`config.mk`:
```
export PLATFORM = sky130hd
export DESIGN_NAME = uart_rx_fsm
export DESIGN_NICKNAME = d
export VERILOG_FILES = /design/src/rtl/uart_rx_fsm_pkg.sv /design/src/rtl/uart_rx_fsm_sync2.sv /design/src/rtl/uart_rx_fsm.sv
export SDC_FILE = /design/constraint.sdc
export NUM_CORES = 1
export LEC_CHECK = 0
export CAP_MARGIN = 5
export CORE_MARGIN = 5
export CORE_UTILIZATION = 53
export CTS_BUF_LIST = sky130_fd_sc_hd__clkbuf_4 sky130_fd_sc_hd__clkbuf_8
export DETAILED_ROUTE_END_ITERATION = 16
export HOLD_SLACK_MARGIN = 0.1
export PLACE_DENSITY = 0.8
export SYNTH_ARGS = -nofsm -noshare
export SYNTH_HDL_FRONTEND = slang
export SYNTH_SLANG_ARGS = --single-unit
```
`constraint.sdc`:
```
create_clock -name clk -period 1.7 [get_ports clk]
set_input_delay 0.255 -clock clk [delete_from_list [all_inputs] [get_ports clk]]
set_output_delay 0.255 -clock clk [all_outputs]
set_load 0.005 [all_outputs]
```
`src/rtl/uart_rx_fsm_pkg.sv`:
```
// Shared definitions for the UART receive path: state encodings, default
// frame geometry and parity mode constants.
package uart_rx_fsm_pkg;

    typedef enum logic [2:0] {
        ST_IDLE   = 3'd0,
        ST_START  = 3'd1,
        ST_DATA   = 3'd2,
        ST_PARITY = 3'd3,
        ST_STOP   = 3'd4
    } rx_state_t;

    localparam int DEF_DATA_W     = 8;
    localparam int DEF_OVERSAMPLE = 16;

    localparam bit PAR_EVEN = 1'b0;
    localparam bit PAR_ODD  = 1'b1;

    // Mismatch flag: sampled parity bit against the reduction of the received data.
    function automatic logic parity_mismatch(input logic sampled, input logic data_xor,
                                             input logic odd_mode);
        return sampled ^ data_xor ^ odd_mode;
    endfunction

endpackage

```
`src/rtl/uart_rx_fsm_sync2.sv`:
```
// Two-flop synchronizer for an asynchronous input, with a parameterised
// value loaded by the synchronous active-low reset.
module uart_sync2 #(
    parameter logic RST_VAL = 1'b1
) (
    input  logic clk,
    input  logic rstn,
    input  logic d,
    output logic q
);

    logic meta;

    always_ff @(posedge clk) begin
        if (!rstn) begin
            meta <= RST_VAL;
            q    <= RST_VAL;
        end else begin
            meta <= d;
            q    <= meta;
        end
    end

endmodule

```
`src/rtl/uart_rx_fsm.sv`:
```
// UART receiver: oversampled start detect, mid-bit sampling of data, parity
// and stop, and a one-cycle rx_valid strobe with parity/framing error flags.
//
// state     | meaning
// ----------+-----------------------------------------------------------
// ST_IDLE   | line idle; arms once rxs==1 is seen, falling edge starts frame
// ST_START  | half-bit wait, confirms start bit is still low (else glitch)
// ST_DATA   | samples DATA_W bits at mid-bit, LSB first
// ST_PARITY | samples the parity bit and records a mismatch
// ST_STOP   | samples the stop bit; next clk publishes the frame
module uart_rx_fsm
    import uart_rx_fsm_pkg::*;
#(
    parameter int DATA_W     = DEF_DATA_W,
    parameter int OVERSAMPLE = DEF_OVERSAMPLE,
    parameter bit PARITY_EN  = 1'b1,
    parameter bit PARITY_ODD = PAR_EVEN
) (
    input  logic              clk,
    input  logic              rstn,
    input  logic              baud_tick,
    input  logic              rx_in,
    output logic [DATA_W-1:0] rx_data,
    output logic              rx_valid,
    output logic              parity_err,
    output logic              frame_err,
    output logic              rx_busy
);

    localparam int TW = $clog2(OVERSAMPLE);
    localparam int BW = (DATA_W > 1) ? $clog2(DATA_W) : 1;

    localparam logic [TW-1:0] HALF_TC  = TW'(OVERSAMPLE / 2 - 1);
    localparam logic [TW-1:0] FULL_TC  = TW'(OVERSAMPLE - 1);
    localparam logic [BW-1:0] LAST_BIT = BW'(DATA_W - 1);

    logic              rxs;
    rx_state_t         state;
    logic [TW-1:0]     tick_cnt;
    logic [BW-1:0]     bit_cnt;
    logic [DATA_W-1:0] shreg;
    logic              perr;
    logic              stop_bit;
    logic              done_pend;
    logic              armed;
    logic              tc_hit;

    uart_sync2 #(
        .RST_VAL(1'b1)
    ) u_sync (
        .clk  (clk),
        .rstn (rstn),
        .d    (rx_in),
        .q    (rxs)
    );

    // Bit timing uses a down-counter; each sample point is its terminal count.
    assign tc_hit = (tick_cnt == '0);

    always_ff @(posedge clk) begin
        if (!rstn) begin
            state      <= ST_IDLE;
            tick_cnt   <= '0;
            bit_cnt    <= '0;
            shreg      <= '0;
            perr       <= 1'b0;
            stop_bit   <= 1'b1;
            done_pend  <= 1'b0;
            armed      <= 1'b0;
            rx_data    <= '0;
            rx_valid   <= 1'b0;
            parity_err <= 1'b0;
            frame_err  <= 1'b0;
            rx_busy    <= 1'b0;
        end else begin
            rx_valid <= 1'b0;
            if (done_pend) begin
                // Publish on the clk after the mid-stop tick, independent of baud_tick.
                rx_data    <= shreg;
                parity_err <= perr;
                frame_err  <= ~stop_bit;
                rx_valid   <= 1'b1;
                rx_busy    <= 1'b0;
                armed      <= stop_bit;
                done_pend  <= 1'b0;
                tick_cnt   <= '0;
                state      <= ST_IDLE;
            end else if (baud_tick) begin
                case (state)
                    ST_IDLE: begin
                        if (rxs) begin
                            armed <= 1'b1;
                        end else if (armed) begin
                            state    <= ST_START;
                            tick_cnt <= HALF_TC;
                            rx_busy  <= 1'b1;
                            perr     <= 1'b0;
                        end
                    end
                    ST_START: begin
                        if (!tc_hit) begin
                            tick_cnt <= tick_cnt - 1'b1;
                        end else if (!rxs) begin
                            state    <= ST_DATA;
                            tick_cnt <= FULL_TC;
                            bit_cnt  <= '0;
                        end else begin
                            state    <= ST_IDLE;
                            tick_cnt <= '0;
                            rx_busy  <= 1'b0;
                        end
                    end
                    ST_DATA: begin
                        if (!tc_hit) begin
                            tick_cnt <= tick_cnt - 1'b1;
                        end else begin
                            shreg    <= DATA_W'({rxs, shreg} >> 1);
                            tick_cnt <= FULL_TC;
                            if (bit_cnt == LAST_BIT) begin
                                bit_cnt <= '0;
                                state   <= PARITY_EN ? ST_PARITY : ST_STOP;
                            end else begin
                                bit_cnt <= bit_cnt + 1'b1;
                            end
                        end
                    end
                    ST_PARITY: begin
                        if (!tc_hit) begin
                            tick_cnt <= tick_cnt - 1'b1;
                        end else begin
                            perr     <= parity_mismatch(rxs, ^shreg, PARITY_ODD);
                            tick_cnt <= FULL_TC;
                            state    <= ST_STOP;
                        end
                    end
                    ST_STOP: begin
                        if (!tc_hit) begin
                            tick_cnt <= tick_cnt - 1'b1;
                        end else begin
                            stop_bit  <= rxs;
                            done_pend <= 1'b1;
                        end
                    end
                    default: begin
                        state    <= ST_IDLE;
                        tick_cnt <= '0;
                        bit_cnt  <= '0;
                        rx_busy  <= 1'b0;
                    end
                endcase
            end
        end
    end

endmodule
```
==> impl_results.md <==
* R2r setup slk at 0.02 ns
* CTS sink count at 36
* Area grow syn2layout at 21.9%
* Nets@finish at 231
* Clock power frac at 30.9%
* Max-cap violation count at 0
* Endpoints failing setup at 0
* Port Buf Inserts at 15
* Area of the multi-input gates at 0.00102 mm2
* Commonest cells after routing, fill and taps aside: dfxtp_1, nor2_1, mux2i_1
* Worst Hold Class: reg2reg
* WL/cell at 13.6 um
* Vias in the first global route at 1327
* Path depth of the worst reg2reg path at 4
* Filler cells at 267
* GRT Overall Usage at 17.2%
* Die ar. at 0.00463 mm2
* Proportion of power drawn by flip-flops and latches at 58.8%
* Max Slew Vio Count at 0
* HP Start: u_sync.meta
* Int Power at 1.08 mW
* Slew headroom at 69.8%
* Largest net degree at the start of global routing at 19
* Sw Pwr at 383 uW
* Chip Width at 68.0 um
* Root buffer cell: clkbuf_4
* Crit path DAT at 1.89 ns
* Clock Skews at 0.0140 ns
* Switch share at 26.1%
* Mapped Cells at 197
* Critical Path RT at 1.91 ns
* Largest family of logic cells by synthesized area: simple AND/OR/NAND/NOR gates
* Final Cycle Share at 98.9%
* Post-synth cell types at 50
* EDFF count, synth at 0
* Share of cells above drive strength 1 at 20.0%
* Synth Register Bits at 36
* First-pass GRT wire length at 5.98 mm
* Compound-cell area share of the yosys netlist at 15.3%
* DR DRC count at 0
* Vias/cell at 5.47
* Comb pwr share at 10.2%
* Final hold vios at 0
* FF/Latch Area at 724 um2
* Die height at 68.0 um
* Worst-path clk slew at 0.12 ns
* Row count at 21
* Leading cell type in the layout, fill and taps excluded: dfxtp_1
* Initial antenna violation count at 0
* Final GP Congestion at 0.873
* Iteration-0 DRC Markers at 88
* F_max at 595 MHz
* Status: finished, final reports clean
* Post-route ant nets at 0
* Fraction of registers with async set/reset at 0%
* CTS tree: built
* WL final at 3.69 mm
* Max clock buf depth at 2
* H-tree depth at 2
* Post-synthesis sequential area ratio at 40.4%
* Clock Latency Late Sink at 0.35 ns
* Num ports at 16
* CTS Hold Bufs at 0
* DP HPWL at 2.56 mm
* Setup TNS at 0 ns
* Peak VDD IR at 0.623 mV
* Pre-antenna DRT Iters at 4
* Crit. End Element: register
* Via count at 1483
* RSZ-0062 raised after global routing: yes
* Static Leak at 0.868 nW
* N_diodes at 0
* CTS Buf Count at 5
* PD cells at 674 mW/mm2
* Most common flop cell mapped by yosys: dfxtp_1
* Tmin final at 1.68 ns
* Synth Area in Adders at 2.10%
* Worst setup SP type: register
* GRT overflow at 0
* Synth Net Count at 204
* Max FO, Critical Path at 12
* Ys Warns at 0
* Final core occ at 65.7%
* Worst R2R End: tick_cnt[0]
* Worst slew pin tran at 0.453 ns
* Post-synthesis mux area share at 10.1%
* Area fraction in and, or, nand and nor cells after synthesis at 22.1%
* Hold path endpoint: u_sync.q
* Initial core utilization at 53.9%
* Setup CP Type: reg2reg
* Synthesized area at 0.00179 mm2
* RR Startpoint: state[0]
* Syn_area_per_cell at 9.06 um2
* Hold path cells at 1
* XOR/XNOR Fraction of Synth Area at 4.20%
* Core ar. at 0.00331 mm2
metrics by stage:
| stage | setup slack, ns | area, um2 | hold slack, ns | power (mW) | instances |
|---|---|---|---|---|---|
| finish | 0.0192 | 2180 | 0.425 | 1.47 | 271 |
| global route | -0.0715 | 2180 | 0.457 | 1.53 | 271 |
| CTS | 0.0252 | 2110 | 0.433 | 1.46 | 271 |
| detailed placement | -0.106 | 2050 | 0.403 | 1.01 | 263 |
| global placement | -0.0912 | 2050 | 0.389 | 1.01 | 263 |
| floorplan | 0.127 | 1790 | 0.356 | 0.963 | 197 |
routing by layer:
metal	share of wire, %	vias to the layer above	track usage, %
met5	0	-	0
met4	1.9	0	5.96
met3	4.6	8	4.93
met2	43	39	24.8
met1	50	688	24.4
li1	-	748	-
flip-flops by register name (all words and copies together) (netlist names), 3 cells and up:
register,cells
tick_cnt,4
shreg,8
rx_data,8
state,3
bit_cnt,3
power groups by stage:
| stage | combinational (mW) | clock [mW] | sequential (mW) |
|---|---|---|---|
| final | 0.150 | 0.454 | 0.862 |
| after global placement | 0.133 | 0 | 0.880 |
| after detailed placement | 0.133 | 0 | 0.881 |
| after floorplan | 0.0864 | 0 | 0.877 |
| after global routing | 0.163 | 0.501 | 0.864 |
| after CTS | 0.134 | 0.468 | 0.862 |
critical path: stages, from the launching register on:
cell	delay, ns
dfxtp_2	0.40
or3_1	0.48
o21a_1	0.32
a21oi_1	0.27
a211oi_2	0.07
synthesized netlist by cell type (2+ instances only):
cell / count / area, um2
dfxtp_1: 36 / 721
nor2_1: 23 / 86.3
mux2i_1: 18 / 180
a21oi_1: 14 / 70.1
o21ai_0: 14 / 70.1
inv_1: 7 / 26.3
nand2_1: 7 / 26.3
nand2b_1: 7 / 43.8
buf_2: 5 / 25.0
clkbuf_1: 4 / 15.0
xnor2_1: 4 / 35.0
ha_1: 3 / 37.5
nand3_1: 3 / 15.0
nor2b_1: 3 / 18.8
nor3_1: 3 / 15.0
nor3b_1: 3 / 22.5
or3_1: 3 / 18.8
a211oi_1: 2 / 15.0
buf_4: 2 / 15.0
buf_6: 2 / 22.5
nand4_1: 2 / 12.5
o211ai_1: 2 / 15.0
o31ai_1: 2 / 15.0
xor2_1: 2 / 17.5
final cells by class:
type / count / share of cell area, %
inverters: 7 / 1.21
clock buffers: 5 / 1.73
flip-flops and latches: 36 / 33.3
repair buffers: 33 / 13.3
clock inverters: 3 / 0.863
multi-input cells: 141 / 47.0
well taps: 46 / 2.65
logic make-up after synthesis:
family | after synthesis
DFF | 36
adders and majority gates | 3
AOI/OAI and AO/OA | 44
muxes | 18
and+or+nand+nor | 69
buffers and inverters | 20
xor gates and xnor gates | 7
worst max path at each step:
stage	from	end	cells after the start
6_report	state[0]	tick_cnt[0]	4
5_1_grt	tick_cnt[1]	tick_cnt[0]	8
4_1_cts	tick_cnt[0]	shreg[0]	8
3_5_place_dp	baud_tick	shreg[0]	6
3_3_place_gp	baud_tick	bit_cnt[0]	5
2_1_floorplan	tick_cnt[0]	bit_cnt[0]	6
what timing repair did:
item / in CTS / in global routing
endpoints found under the hold margin: 0 / 0
setup endpoints to repair: 1 / 16
setup buffers: 0 / 0
gates resized for setup: 1 / 17
pin swaps: 0 / 3
Power figures use the tool's default switching activity.
